==> src/rtl/atm_pin_entry_pkg.sv <==
// Shared definitions for the ATM keypad PIN-entry front end.
package atm_entry_pkg;

    typedef enum logic [2:0] {
        StAcc,
        StPin,
        StAuth,
        StSession,
        StLock
    } state_e;

    localparam logic [3:0] KEY_ENTER  = 4'hA;
    localparam logic [3:0] KEY_CLEAR  = 4'hB;
    localparam logic [3:0] KEY_CANCEL = 4'hC;

    localparam int unsigned PIN_DIGITS = 4;

    function automatic logic is_digit(input logic [3:0] code);
        return code <= 4'd9;
    endfunction

endpackage

==> src/rtl/atm_pin_entry_if.sv <==
// Keypad / authenticator / ATM-side signals of the PIN-entry block.
interface atm_pin_entry_if;
    logic        key_valid;
    logic [3:0]  key_code;
    logic        auth_done;
    logic        auth_ok;
    logic        session_end;
    logic [3:0]  acc_num;
    logic [15:0] pin;
    logic        auth_req;
    logic        session_active;
    logic        locked;
    logic [1:0]  attempts_left;

    // The PIN-entry block itself.
    modport slave (
        input  key_valid, key_code, auth_done, auth_ok, session_end,
        output acc_num, pin, auth_req, session_active, locked, attempts_left
    );

    // Whatever drives the keypad and authenticator side.
    modport master (
        output key_valid, key_code, auth_done, auth_ok, session_end,
        input  acc_num, pin, auth_req, session_active, locked, attempts_left
    );
endinterface

==> src/rtl/atm_pin_entry_cycle_timer.sv <==
// Clear/enable up-counter with a terminal-count compare; saturates at all-ones.
module cycle_timer #(
    parameter int unsigned Width    = 8,
    parameter int unsigned Terminal = 1
) (
    input  logic clk,
    input  logic rst,
    input  logic clear,
    input  logic enable,
    output logic done
);

    localparam logic [Width-1:0] TermCount = Width'(Terminal);

    logic [Width-1:0] count_q, count_d;

    // Next count: clear wins over enable, hold once saturated.
    always_comb begin
        count_d = count_q;
        if (clear) begin
            count_d = '0;
        end else if (enable && (count_q != '1)) begin
            count_d = count_q + 1'b1;
        end
    end

    // Count register.
    always_ff @(posedge clk) begin
        if (rst) begin
            count_q <= '0;
        end else begin
            count_q <= count_d;
        end
    end

    assign done = (count_q == TermCount);

endmodule

==> src/rtl/atm_pin_entry.sv <==
// Keypad front end: collects account digit and 4-digit BCD PIN, requests
// authentication, holds credentials for the session and enforces lockout.
module atm_pin_entry
    import atm_entry_pkg::*;
#(
    parameter int unsigned MAX_ATTEMPTS = 3,
    parameter int unsigned LOCK_CYCLES  = 1000,
    parameter int unsigned IDLE_TIMEOUT = 5000
) (
    input logic           clk,
    input logic           rst,
    atm_pin_entry_if.slave bus
);

    localparam int unsigned TimerMax   = (LOCK_CYCLES > IDLE_TIMEOUT) ? LOCK_CYCLES : IDLE_TIMEOUT;
    localparam int unsigned TimerWidth = $clog2(TimerMax + 1);
    localparam logic [1:0]  MaxAtt     = 2'(MAX_ATTEMPTS);
    localparam logic [2:0]  FullCount  = 3'(PIN_DIGITS);

    state_e      state_q, state_d;
    logic [3:0]  acc_q;
    logic [15:0] pin_q;
    logic [2:0]  count_q;
    logic [1:0]  attempts_q;
    logic        auth_req_q;

    logic digit_key, enter_key, clear_key, cancel_key;
    logic pin_accept, idle_expire, idle_done, lock_done, state_change;

    assign digit_key  = bus.key_valid && is_digit(bus.key_code);
    assign enter_key  = bus.key_valid && (bus.key_code == KEY_ENTER);
    assign clear_key  = bus.key_valid && (bus.key_code == KEY_CLEAR);
    assign cancel_key = bus.key_valid && (bus.key_code == KEY_CANCEL);

    // A key that has an effect in PIN entry; ignored keys do not restart the idle timer.
    assign pin_accept = (state_q == StPin) &&
                        ((digit_key && (count_q < FullCount)) ||
                         (enter_key && (count_q == FullCount)) ||
                         clear_key || cancel_key);
    assign idle_expire  = (state_q == StPin) && idle_done && !pin_accept;
    assign state_change = (state_d != state_q);

    // Idle timer: terminal one cycle early so PIN lasts exactly IDLE_TIMEOUT silent cycles.
    cycle_timer #(
        .Width    (TimerWidth),
        .Terminal (IDLE_TIMEOUT - 1)
    ) u_idle_timer (
        .clk    (clk),
        .rst    (rst),
        .clear  (state_change || pin_accept),
        .enable (state_q == StPin),
        .done   (idle_done)
    );

    cycle_timer #(
        .Width    (TimerWidth),
        .Terminal (LOCK_CYCLES - 1)
    ) u_lock_timer (
        .clk    (clk),
        .rst    (rst),
        .clear  (state_change),
        .enable (state_q == StLock),
        .done   (lock_done)
    );

    // State register.
    always_ff @(posedge clk) begin
        if (rst) begin
            state_q <= StAcc;
        end else begin
            state_q <= state_d;
        end
    end

    // Next-state logic.
    always_comb begin
        state_d = state_q;
        unique case (state_q)
            StAcc: begin
                if (digit_key) state_d = StPin;
            end
            StPin: begin
                if (cancel_key || idle_expire) begin
                    state_d = StAcc;
                end else if (enter_key && (count_q == FullCount)) begin
                    state_d = StAuth;
                end
            end
            StAuth: begin
                if (bus.auth_done) begin
                    if (bus.auth_ok)              state_d = StSession;
                    else if (attempts_q > 2'd1)   state_d = StPin;
                    else                          state_d = StLock;
                end
            end
            StSession: begin
                if (bus.session_end) state_d = StAcc;
            end
            StLock: begin
                if (lock_done) state_d = StAcc;
            end
            default: state_d = StAcc;
        endcase
    end

    // Credential, digit-count and attempt registers.
    always_ff @(posedge clk) begin
        if (rst) begin
            acc_q      <= '0;
            pin_q      <= '0;
            count_q    <= '0;
            attempts_q <= MaxAtt;
            auth_req_q <= 1'b0;
        end else begin
            auth_req_q <= (state_d == StAuth) && (state_q != StAuth);
            unique case (state_q)
                StAcc: begin
                    if (digit_key) acc_q <= bus.key_code;
                end
                StPin: begin
                    if (cancel_key || idle_expire) begin
                        acc_q   <= '0;
                        pin_q   <= '0;
                        count_q <= '0;
                    end else if (clear_key) begin
                        pin_q   <= '0;
                        count_q <= '0;
                    end else if (digit_key && (count_q < FullCount)) begin
                        pin_q   <= {pin_q[11:0], bus.key_code};
                        count_q <= count_q + 3'd1;
                    end
                end
                StAuth: begin
                    if (bus.auth_done) begin
                        if (bus.auth_ok) begin
                            attempts_q <= MaxAtt;
                        end else if (attempts_q > 2'd1) begin
                            attempts_q <= attempts_q - 2'd1;
                            pin_q      <= '0;
                            count_q    <= '0;
                        end else begin
                            attempts_q <= '0;
                        end
                    end
                end
                StSession: begin
                    if (bus.session_end) begin
                        acc_q   <= '0;
                        pin_q   <= '0;
                        count_q <= '0;
                    end
                end
                StLock: begin
                    if (lock_done) begin
                        attempts_q <= MaxAtt;
                        acc_q      <= '0;
                        pin_q      <= '0;
                        count_q    <= '0;
                    end
                end
                default: ;
            endcase
        end
    end

    // Outputs, all from registers.
    always_comb begin
        bus.acc_num        = acc_q;
        bus.pin            = pin_q;
        bus.auth_req       = auth_req_q;
        bus.session_active = (state_q == StSession);
        bus.locked         = (state_q == StLock);
        bus.attempts_left  = attempts_q;
    end

endmodule

==> src/flat_wrapper.sv <==
// flat-port wrapper written by rule: the top's interface ports become plain ports
module atm_pin_entry_flat import atm_entry_pkg::*;
#(
    parameter int unsigned MAX_ATTEMPTS = 3,
    parameter int unsigned LOCK_CYCLES  = 1000,
    parameter int unsigned IDLE_TIMEOUT = 5000
)
  (clk, rst, bus_key_valid, bus_key_code, bus_auth_done, bus_auth_ok, bus_session_end, bus_acc_num, bus_pin, bus_auth_req, bus_session_active, bus_locked, bus_attempts_left);
  atm_pin_entry_if bus_i ();
  input logic clk;
  input logic rst;
  input wire logic [$bits(bus_i.key_valid)-1:0] bus_key_valid;
  input wire logic [$bits(bus_i.key_code)-1:0] bus_key_code;
  input wire logic [$bits(bus_i.auth_done)-1:0] bus_auth_done;
  input wire logic [$bits(bus_i.auth_ok)-1:0] bus_auth_ok;
  input wire logic [$bits(bus_i.session_end)-1:0] bus_session_end;
  output wire logic [$bits(bus_i.acc_num)-1:0] bus_acc_num;
  output wire logic [$bits(bus_i.pin)-1:0] bus_pin;
  output wire logic [$bits(bus_i.auth_req)-1:0] bus_auth_req;
  output wire logic [$bits(bus_i.session_active)-1:0] bus_session_active;
  output wire logic [$bits(bus_i.locked)-1:0] bus_locked;
  output wire logic [$bits(bus_i.attempts_left)-1:0] bus_attempts_left;
  assign bus_i.key_valid = bus_key_valid;
  assign bus_i.key_code = bus_key_code;
  assign bus_i.auth_done = bus_auth_done;
  assign bus_i.auth_ok = bus_auth_ok;
  assign bus_i.session_end = bus_session_end;
  assign bus_acc_num = bus_i.acc_num;
  assign bus_pin = bus_i.pin;
  assign bus_auth_req = bus_i.auth_req;
  assign bus_session_active = bus_i.session_active;
  assign bus_locked = bus_i.locked;
  assign bus_attempts_left = bus_i.attempts_left;
  atm_pin_entry #(.MAX_ATTEMPTS(MAX_ATTEMPTS), .LOCK_CYCLES(LOCK_CYCLES), .IDLE_TIMEOUT(IDLE_TIMEOUT)) u_core (.clk(clk), .rst(rst), .bus(bus_i));
endmodule
==> config.mk <==
export PLATFORM = sky130hd
export DESIGN_NAME = atm_pin_entry_flat
export DESIGN_NICKNAME = d
export VERILOG_FILES = /design/src/rtl/atm_pin_entry_pkg.sv /design/src/rtl/atm_pin_entry_if.sv /design/src/rtl/atm_pin_entry_cycle_timer.sv /design/src/rtl/atm_pin_entry.sv /design/src/flat_wrapper.sv
export SDC_FILE = /design/constraint.sdc
export NUM_CORES = 1
export LEC_CHECK = 0
export BUFFER_PORTS_ARGS = -buffer_cell sky130_fd_sc_hd__buf_2
export CORE_MARGIN = 2
export CORE_UTILIZATION = 45
export DETAILED_ROUTE_END_ITERATION = 8
export GPL_TIMING_DRIVEN = 0
export PLACE_DENSITY = 0.65
export SYNTH_ARGS = -nofsm -noshare
export SYNTH_HDL_FRONTEND = slang
export SYNTH_SLANG_ARGS = --single-unit
==> constraint.sdc <==
create_clock -name clk -period 2.4 [get_ports clk]
set_clock_uncertainty 0.2 [all_clocks]
set_input_delay 0.48 -clock clk [delete_from_list [all_inputs] [get_ports clk]]
set_output_delay 0.48 -clock clk [all_outputs]
set_load 0.02 [all_outputs]
---- Word-level counts from Yosys, hierarchy flattened ----
Cells that the tools add are included.
W data, S select, Z words.
storage, ports and cells
  output and inout bits ................... 25
  register bits ........................... 55
  logic and storage cells ................. 102
  input bits .............................. 10
cells by class
  reduce and logical (&&, ||, !) cells .... 27
  add/sub/neg operators ................... 4
  order comparisons ....................... 3
  mux-type cells .......................... 37
  equal/unequal tests ..................... 23
operators by type and width
  operator                 count
  $mux W16                 8
  $pmux W16 S4             1
  $mux W3                  16
  $add A13 B1 Y13 const B  2
  $ne A13 B13 Y1 const B   2
  $mux W4                  4
  $pmux W4 S4              1
  $pmux W3 S5              1
  $eq A13 B10 Y1 const B   1
  $eq A13 B13 Y1 const B   1
  $eq A4 B4 Y1 const B     3
  $logic_and A1 B1 Y1      12
  $pmux W3 S4              1
  $eq A3 B2 Y1 const B     3
  $mux W2                  4
  $ne A2 B1 Y1 const B     4
  $reduce_bool A4 Y1       2
  $reduce_and A7 Y1        1
  $eq A3 B3 Y1 const B     2
  $ne A2 B2 Y1 const B     3
  $logic_or A1 B1 Y1       5
  $reduce_and A5 Y1        1
  $le A4 B4 Y1 const B     1
  $ne A4 B1 Y1 const B     1
  other kinds (13)         14

---- Depth between registers and ports, before layout ----
  word-level depth ........................ 15
  mapped depth ............................ 10
  mapped depth without buffers ............ 8

---- Modules after synthesis ----
Synthesis repeated with hierarchy kept, for this count alone.
unflattened totals
  cells, all modules ...................... 352
  area, all modules ....................... 3046.7 sq um
modules (own cells, without submodules)
  module                             area each (sq um)  seq. area each (sq um)  instances  cells an instance
  atm_pin_entry                      1665.3             580.6                   1          189
  cycle_timer (u_core.u_lock_timer)  703.2              260.2                   1          82
  cycle_timer (u_core.u_idle_timer)  678.2              260.2                   1          81

---- Least setup slack after synthesis ----
OpenSTA, ideal clock, no wires.
  path kind ............................... register -> register
  start ................................... register u_core.u_lock_timer.count_q[0]
  end ..................................... register u_core.attempts_q[0] (netlist: u_core.bus.attempts_left[0])
  path buffers ............................ 0
  arrival ................................. 1916 ps
  clock period less this slack ............ 2236 ps
  cell stages (with the launch flop) ...... 7
  required time ........................... 2080 ps
  path slack .............................. 164 ps
  setup time .............................. 120 ps
  cell sequence ........................... dfxtp_1 ha_1 nand2b_1 or4_4 or3_1 a21o_1 a211o_1
on the way
  cells in the longest elaborated chain, start to end .. 3
RTL lines
  item                         line                             RTL
  start, declared              atm_pin_entry_cycle_timer.sv:15  logic [Width-1:0] count_q, count_d;
  start signal, assigned       atm_pin_entry_cycle_timer.sv:32  count_q <= count_d;
  $eq A13 B10 Y1               atm_pin_entry_cycle_timer.sv:36  assign done = (count_q == TermCount);
  $ne A2 B1 Y1 (no line)       n/a
  $reduce_and A3 Y1 (no line)  n/a
  end signal, assigned         atm_pin_entry.sv:112             attempts_q <= MaxAtt;
  end signal, assigned         atm_pin_entry.sv:136             attempts_q <= MaxAtt;
  end signal, assigned         atm_pin_entry.sv:138             attempts_q <= attempts_q - 2'd1;
  end, declared                atm_pin_entry.sv:24              logic [1:0] attempts_q;
Every way passes these cells.
A chain may end at the register's enable or synchronous reset.

---- Final worst setup path ----
  start ................................... register u_core.u_lock_timer.count_q[4]
  end ..................................... register u_core.attempts_q[0] (netlist: u_core.bus.attempts_left[0])
Same word-level chain as after synthesis.

==> out/qor.yml <==
status:
  status: "completed"
setup_path:
  critPathRequiredTime_ns: 2.40
  crit_path_end_kind: "register"
  start_kind: "register"
  critPathArrivalTime_ns: 2.34
  critPathMaxFanout: 4
  crit_type: "reg -> reg"
grt:
  first_global_vias: 2043
  grtUsageTotal: 0.188
  grt_pass1_wl_um: 9880
  gr-total-overflow: 0
  grt_max_degree: 15
  antenna_found_initial: 0
synthesis:
  yosys_warnings: 0
  async_reset_ff_frac: 0
  synth_cell_type_count: 53
  syn_avg_cell_area_um2: 8.15
  synth-seq-cells: 55
  synthCells: 331
  synth_nets: 345
  ys.flop_type: "dfxtp_1"
  synth_edf_count: 0
  yosysSeqAreaShare: 0.408
  mappedNetlistArea_um2: 2700
die:
  core_um2: 5850
  dieArea_um2: 6630
  die_w_um: 81.4
  rows: 28
  chipHeight_um: 81.4
  start_util: 0.461
  io_pins: 35
placement:
  post_dp_cell_area_um2: 2960
  port-buffer-count: 33
  place.gp.congestion: 0.846
  dpl.hpwl_um: 4300
layout:
  drive_above_1_share: 0.219
  final_net_count: 390
  multi_input_area_um2: 1570
  seqCellArea_um2: 1110
  final_cell_mix: "51 x dfxtp_1, 45 x nand2_1, 42 x nor2_1"
  fillers: 575
  stdcell_area_um2: 3180
  area_growth_pct: 17.9
  diodes: 0
  mostFrequentLayoutCell: "dfxtp_1"
sta:
  tns_ns: 0
  maxSlewHeadroom: 0.596
  hold_viol_final: 0
  slew_viol_final: 0
  rsz0062_at_grt: "yes"
  finalWorstPathRequiredPeriod_ns: 2.34
  max_slew.worst_pin.slew_ns: 0.598
  hold_ws_ns: 0.254
  finalCritPeriodShare: 0.976
  fmax_mhz: 427
  setup_violations: 0
route:
  drc: 0
  avgRoutedWirePerCell_um: 13.4
  via_count: 2441
  first_pass_iters: 4
  detail-route-antenna-nets: 0
  drt-total-wl_um: 6030
  via_per_inst: 5.42
  drtIter0Drc: 144
cts:
  cts_buffers: 5
  worstSkewPairLatency_ns: 0.30
  postCtsHoldBufs: 0
  cts_root_buf: "clkbuf_8"
  htree_num_levels: 2
  clkSinkCount: 55
  cts_tree: "built"
  clk_pin_slew_ns: 0.09
  clockBufferDepth: 2
pwr:
  power_density_nw_per_um2: 509
  peakVddDrop_mv: 0.330
  p_leak_nw: 1.14
run:
  drv_cap: 0
worst_hold_path:
  hold_class: "reg -> reg"
## area by class of cell
class,count,area share
buffer,15,0.0330
clock buffer,6,0.0228
inverter,9,0.0106
multi-input combinational,252,0.492
sequential,55,0.348
tap,75,0.0295
timing repair buffer,38,0.0637
## worst max-delay path: stages (launching register included)
cell	delay (ns)
dfxtp_4	0.35
or3_1	0.36
or4_4	0.48
or3_1	0.33
a21o_1	0.23
a211o_1	0.29
## flip-flops by register name, indices dropped and copies added, names as in the netlist
name / count
u_core.state_q: 3
u_core.count_q: 3
u_core.bus.acc_num: 4
u_core.bus.pin: 16
u_core.bus.attempts_left: 2
u_core.bus.auth_req: 1
u_core.u_lock_timer.count_q: 13
u_core.u_idle_timer.count_q: 13
## routing by layer
layer	global-route usage	wire length [µm]	vias up
li1	-	-	1241
met1	0.283	3030	1147
met2	0.275	2710	49
met3	0.0429	245	4
met4	0.0356	42	0
met5	0	0	-
## metrics by stage
stage | power, W | utilization | std cells | setup slack, ns
after floorplan | 0.00109 | - | 331 | 0.164
after global placement | 0.00115 | 0.506 | 439 | -0.310
after detailed placement | 0.00115 | 0.506 | 439 | -0.304
after CTS | 0.00162 | 0.522 | 446 | 0.0162
after global routing | 0.00169 | 0.544 | 450 | -0.0378
final | 0.00162 | 0.544 | 450 | 0.0587
## Yosys cell counts (all sizes together) (3+ instances only)
cell type  number  area, µm²
dfxtp          55       1100
nand2          48        183
nor2           43        164
a21oi          32        160
nand3          26        130
xnor2          13        114
buf            11       78.8
inv             9       33.8
o21ai           9       48.8
xor2            8       70.1
nor3            7       35.0
or3             5       31.3
clkbuf          4       15.0
ha              4       50.1
nand4           4       40.0
nand4b          4       35.0
or2             4       25.0
and2            3       18.8
and4            3       27.5
nor4            3       18.8
or3b            3       26.3
## cells by family (layout without fill, tap and decap cells)
logic type	after synthesis	count (layout)	share of synthesized area
and+or+nand+nor	165	165	0.309
adders and majority gates	4	4	0.0185
DFF	55	55	0.408
muxes	2	2	0.00742
AOI/OAI and AO/OA	60	60	0.142
buffers and inverters	24	68	0.0473
xor gates and xnor gates	21	21	0.0682
## path summary, 6_finish.rpt
check	startpoint	end	slack [ns]	cells after the start
worst min register to register	u_core.bus.pin[15]	u_core.bus.pin[15]	0.25	2
worst max-delay path	u_core.u_lock_timer.count_q[4]	u_core.bus.attempts_left[0]	0.06	5
worst min-delay path	u_core.bus.pin[15]	u_core.bus.pin[15]	0.25	2
worst max register to register	u_core.u_lock_timer.count_q[4]	u_core.bus.attempts_left[0]	0.06	5
## power by group
group	switching, W	leakage [nW]	internal (W)
Sequential	0.0000119	0.446	0.000926
Clock	0.000280	0.0371	0.000196
Combinational	0.000129	0.656	0.0000787
## repair_timing
action,CTS,global route
endpoints found under the hold margin,0,0
setup endpoints to repair,30,36
pin swaps,1,3
buffers inserted,1,4
cloned,0,0
resized for setup,4,25
Note: power is estimated with default switching activity, not from simulation.
